`config.mk`:
```
export PLATFORM = sky130hd
export DESIGN_NAME = main_mem_arbiter
export DESIGN_NICKNAME = d
export VERILOG_FILES = /design/src/rtl/main_mem_arbiter_pkg.sv /design/src/rtl/arb_starve_counter.sv /design/src/rtl/main_mem_arbiter.sv
export SDC_FILE = /design/constraint.sdc
export NUM_CORES = 1
export LEC_CHECK = 0
export ABC_AREA = 1
export CORE_MARGIN = 1
export CORE_UTILIZATION = 34
export CTS_CLUSTER_DIAMETER = 150
export DETAILED_ROUTE_END_ITERATION = 12
export PLACE_DENSITY = 0.76
export SLEW_MARGIN = 40
export SYNTH_ARGS = -nofsm -noshare
export SYNTH_HDL_FRONTEND = slang
export SYNTH_SLANG_ARGS = --single-unit
```
`constraint.sdc`:
```
create_clock -name clock -period 2.29 [get_ports clock]
set_clock_uncertainty 0.1 [all_clocks]
set_input_delay 0.687 -clock clock [delete_from_list [all_inputs] [get_ports clock]]
set_output_delay 0.687 -clock clock [all_outputs]
set_load 0.005 [all_outputs]
```
`src/rtl/main_mem_arbiter_pkg.sv`:
```
// Shared definitions for the main memory path: default RAM geometry and the
// arbiter state encoding used by the processor, RAM wrappers and arbiter.
package main_mem_arbiter_pkg;

    localparam int unsigned DefAddrW = 12;
    localparam int unsigned DefDataW = 16;

    typedef enum logic [1:0] {
        StIdle  = 2'd0,
        StLockA = 2'd1,
        StLockB = 2'd2
    } arb_state_e;

endpackage

```
`src/rtl/arb_starve_counter.sv`:
```
// Saturating counter of consecutive refused cycles; hit flags that the
// refusal count has reached LIMIT.
module arb_starve_counter #(
    parameter int unsigned LIMIT = 4,
    localparam int unsigned CntW = (LIMIT < 1) ? 1 : $clog2(LIMIT + 1)
) (
    input  logic clock,
    input  logic reset,
    input  logic inc,
    input  logic clr,
    output logic hit
);

    localparam logic [CntW-1:0] LimitVal = CntW'(LIMIT);

    logic [CntW-1:0] cnt_q, cnt_d;

    assign hit = (cnt_q >= LimitVal);

    always_comb begin
        cnt_d = cnt_q;
        if (clr) begin
            cnt_d = '0;
        end else if (inc && !hit) begin
            cnt_d = cnt_q + CntW'(1);
        end
    end

    always_ff @(posedge clock or posedge reset) begin
        if (reset) begin
            cnt_q <= '0;
        end else begin
            cnt_q <= cnt_d;
        end
    end

endmodule

```
`src/rtl/main_mem_arbiter.sv`:
```
// Two-port arbiter in front of a single-port synchronous RAM. Port A has
// priority, port B is protected from starvation, and either port may lock.
module main_mem_arbiter
    import main_mem_arbiter_pkg::*;
#(
    parameter int unsigned ADDR_W       = DefAddrW,
    parameter int unsigned DATA_W       = DefDataW,
    parameter int unsigned STARVE_LIMIT = 4
) (
    input  logic              clock,
    input  logic              reset,

    input  logic              a_req,
    input  logic              a_we,
    input  logic              a_lock,
    input  logic [ADDR_W-1:0] a_addr,
    input  logic [DATA_W-1:0] a_wdata,
    output logic              a_gnt,
    output logic              a_rvalid,
    output logic [DATA_W-1:0] a_rdata,

    input  logic              b_req,
    input  logic              b_we,
    input  logic              b_lock,
    input  logic [ADDR_W-1:0] b_addr,
    input  logic [DATA_W-1:0] b_wdata,
    output logic              b_gnt,
    output logic              b_rvalid,
    output logic [DATA_W-1:0] b_rdata,

    output logic [ADDR_W-1:0] m_addr,
    output logic [DATA_W-1:0] m_data,
    output logic              m_wren,
    input  logic [DATA_W-1:0] m_q
);

    arb_state_e        state_q, state_d;
    logic              starve_hit;
    logic [ADDR_W-1:0] addr_q;
    logic [DATA_W-1:0] data_q;
    logic              a_rd_q, b_rd_q;

    arb_starve_counter #(
        .LIMIT (STARVE_LIMIT)
    ) u_starve (
        .clock (clock),
        .reset (reset),
        .inc   (b_req && !b_gnt),
        .clr   (!b_req || b_gnt),
        .hit   (starve_hit)
    );

    // Grants are gated by reset so nothing reaches the RAM while it is held.
    always_comb begin
        a_gnt   = 1'b0;
        b_gnt   = 1'b0;
        state_d = state_q;
        if (!reset) begin
            case (state_q)
                StIdle: begin
                    if (b_req && starve_hit) begin
                        b_gnt = 1'b1;
                    end else if (a_req) begin
                        a_gnt = 1'b1;
                    end else if (b_req) begin
                        b_gnt = 1'b1;
                    end
                    if (a_gnt && a_lock) begin
                        state_d = StLockA;
                    end else if (b_gnt && b_lock) begin
                        state_d = StLockB;
                    end
                end
                StLockA: begin
                    a_gnt = a_req;
                    if (!a_req || !a_lock) begin
                        state_d = StIdle;
                    end
                end
                StLockB: begin
                    b_gnt = b_req;
                    if (!b_req || !b_lock) begin
                        state_d = StIdle;
                    end
                end
                default: state_d = StIdle;
            endcase
        end
    end

    // Without a grant the RAM bus keeps its last address and data.
    always_comb begin
        m_addr = addr_q;
        m_data = data_q;
        m_wren = 1'b0;
        if (a_gnt) begin
            m_addr = a_addr;
            m_data = a_wdata;
            m_wren = a_we;
        end else if (b_gnt) begin
            m_addr = b_addr;
            m_data = b_wdata;
            m_wren = b_we;
        end
    end

    always_ff @(posedge clock or posedge reset) begin
        if (reset) begin
            state_q <= StIdle;
            addr_q  <= '0;
            data_q  <= '0;
            a_rd_q  <= 1'b0;
            b_rd_q  <= 1'b0;
        end else begin
            state_q <= state_d;
            if (a_gnt || b_gnt) begin
                addr_q <= m_addr;
                data_q <= m_data;
            end
            a_rd_q <= a_gnt && !a_we;
            b_rd_q <= b_gnt && !b_we;
        end
    end

    // RAM data arrives one cycle after the address, so it is steered directly.
    assign a_rvalid = a_rd_q;
    assign b_rvalid = b_rd_q;
    assign a_rdata  = a_rd_q ? m_q : '0;
    assign b_rdata  = b_rd_q ? m_q : '0;

endmodule

```
==> metrics.md <==
| Metric | Value |
|---|---|
| Status | complete, but fails checks |
| Post-route setup slack | -0.3347 ns |
| Post-Syn Area | between 2000 and 2500 um2 |
| Crit path arrival time | between 1.5 and 2 ns |
| Max_cap viols | 0 |
| Fin nets | 658 |
| Unrepaired setup endpoints after global routing | yes |
| Leakage | ~3.1 nW |
| Share of flip-flops with an asynchronous set or reset | 100.0% |
| Final Max Slew Viols | 0 |
| Vias per cell | approximately 5.7 |
| Hold Path End | data_q[5]$_DFFE_PP0P_ |
| Worst R2R Start | u_starve.cnt_q[2]$_DFFE_PP0P_ |
| Relative slew slack | between 70% and 80% |
| Total track usage | between 30% and 40% |
| Measured slew at the worst slew-check pin | between 0.3 and 0.4 ns |
| Global-route wire length before repair | 17190 um |
| Period utilization | 114.6% |
| First-pass DRT Iterations | 4 |
| H-tree depth | 2 |
| Dpl cell area | between 4000 and 5000 um2 |
| Layout cells sized above 1 | between 50 and 60% |
| Commonest cells post-synth | 109 x nand3_1, 86 x nand2_1, 41 x inv_1 |
| Routed Antenna Nets | 0 |
| Distinct cells, synth | 16 |
| Final non-filler cell total | around 650 |
| Final hold slack | ~0.46 ns |
| Final HPWL DP | 5834 um |
| Initial Util | around a third |
| Worst hold path startpoint | data_q[5]$_DFFE_PP0P_ |
| Avg Synthesized Cell Area | between 7 and 8 um2 |
| Final setup viols | 32 |
| Routed wire length | ~14000 um |
| Dominant synthesized flop cell | dfrtp_1 |
| DR vias | 3699 |
| I/O pin count | roughly 150 |
| Worst Path Required | around 1.5 ns |
| Drt drc | 0 |
| Peak VDD IR | 0.6397 mV |
| Clock Pin Slew Worst Setup and Hold Paths | roughly 0.08 ns |
| CP max FO | 6 |
| Number of synthesized flops with an enable pin | 0 |
| Reg2reg setup slack | -0.14 ns |
| Root Driver | clkbuf_8 |
| Areal power density over the cells | 834.5 nW/um2 |
| FF-to-FF path depth | 18 |
| Site row count | 29 |
| Most common cell in the netlist | nand3_1 |
| CTS tree | built |
| Placed Cells | between 500 and 600 |
| Worst slack at placement | -1.039 ns |
| Diode count | 0 |
| Vias in the first global route | ~3300 |
| Cell accounting for the most synthesized area | dfrtp_1 |
| Post-Syn Instances | approximately 320 |
| Syn nets | just under 400 |
| Largest net degree at the start of global routing | 20 |
| Core Region | ~6300 um2 |
| Hold path depth | 2 |
| Largest cells by area after synthesis | dfrtp_1 40%, nand3_1 25%, nand2_1 15% |
| Worst-Skew Late Latency | about 0.31 ns |
| Area Growth Syn to Fin | 153.4% |
| Die X-Extent | 82.71 um |
| Final min period | 2.625 ns |
| DR iter-0 viols | ~320 |
| Overall power | about 4.7 mW |
| Routed len/inst | about 22 um |
| Seq cells post-synth | 35 |
| Ys Warns | 0 |
| Layout Utilization | 88.90% |
| Startpoint Class | flip-flop |
| Failing checks | setup timing |
| Post-synth top area share | approximately two fifths |
| Die Height | 82.71 um |
| Setup TNS | -8.711 ns |
| GRT overflow | 0 |
| Antenna violations before repair | 0 |
| Clock Sink Count | 35 |
| Input/output buffers | ~140 |
| Critical path class | flip-flop to primary output |
| Final Hold Fails | 0 |
| Critical R2R Capture | u_starve.cnt_q[1]$_DFFE_PP0P_ |
| CP endpoint kind | primary output |
| Design area | roughly 5600 um2 |
| Hold Path Class | flip-flop to flip-flop |
| CTS Buffer Depth | 2 |
| Sequential fraction of the synthesis area | between 30% and 40% |
| Fmax | 381.0 MHz |
| Total die area | 6840 um2 |
| Number of buffers created by CTS | 5 |
| Gp weighted congestion | between 0.8 and 0.9 |
-- critical path, cell delays in order (launching register included) --
cell and delay, ns:
dfrtp_1 0.43, inv_2 0.08, nand2_4 0.08, nand2_2 0.05
nand2_2 0.10, buf_6 0.12, nand2_8 0.07, buf_12 0.14
buf_16 0.15, nand3_4 0.08, nand3_4 0.08, buf_6 0.13
-- where the power goes --
part           switching (mW)  internal, mW  leakage, nW  total (mW)
registers               0.270         0.891        0.435        1.16
logic                    1.47          1.56         2.61        3.03
clock network           0.277         0.212       0.0402       0.489
total                    2.02          2.67         3.08        4.68
-- cell usage in the layout (no fill, tap or decap), drive strengths merged --
cell and instances:
nand2 88, a21oi 1, ha 2, clkdlybuf4s15 7, dfrtp 35, clkinv 1
buf 162, nand3 118, dlygate4sd2 9, inv 43, nand3b 2, dlymetal6s2s 5
clkdlybuf4s50 74, nor2 8, clkbuf 20, clkinvlp 2
-- state kept, by name, indices dropped and copies added (netlist names) --
name / cells
b_rvalid: 1
u_starve.cnt_q: 3
data_q: 16
a_rvalid: 1
state_q: 2
addr_q: 12
-- per-layer routing --
metal	GRT usage (%)	wire length, um	up-vias
met5	0	0	-
met4	16.21	940	0
met3	9.451	1392	89
met2	63.20	7245	296
met1	37.00	4822	1771
li1	-	-	1543
-- cell families after synthesis --
logic type               synth area share (%)
AO/OA/AOI/OAI                          0.2258
flip-flops                              39.55
buffers and inverters                   13.22
adder cells (fa/ha/maj)                 1.130
AND/OR/NAND/NOR                         45.88
-- worst max path at each step --
stage	startpoint	endpoint	slack, ns
6_report	u_starve.cnt_q[2]$_DFFE_PP0P_	m_data[12]	-0.33
5_1_grt	u_starve.cnt_q[2]$_DFFE_PP0P_	m_data[13]	-0.40
4_1_cts	u_starve.cnt_q[2]$_DFFE_PP0P_	u_starve.cnt_q[1]$_DFFE_PP0P_	-0.20
3_5_place_dp	b_req	m_addr[4]	-1.04
3_3_place_gp	b_req	m_data[15]	-0.98
2_1_floorplan	reset	m_addr[10]	0.10
-- area by class of cell --
type	instances	area, um2
Multi-Input combinational cell	219	1769
Inverter	43	173.9
Tap cell	77	96.34
Clock inverter	3	20.02
Clock buffer	5	68.82
Fill cell	286	700.7
Sequential cell	35	877.1
Timing Repair Buffer	272	2608
-- timing repair --
item | in CTS | in global routing
hold endpoints to repair | 0 | 0
pin swaps | 17 | 12
cloned | 7 | 0
setup buffers | 47 | 13
hold buffers | 0 | 0
endpoints found under the setup margin | 64 | 59
resized for setup | 336 | 89
Note: power is estimated with default switching activity, not from simulation.
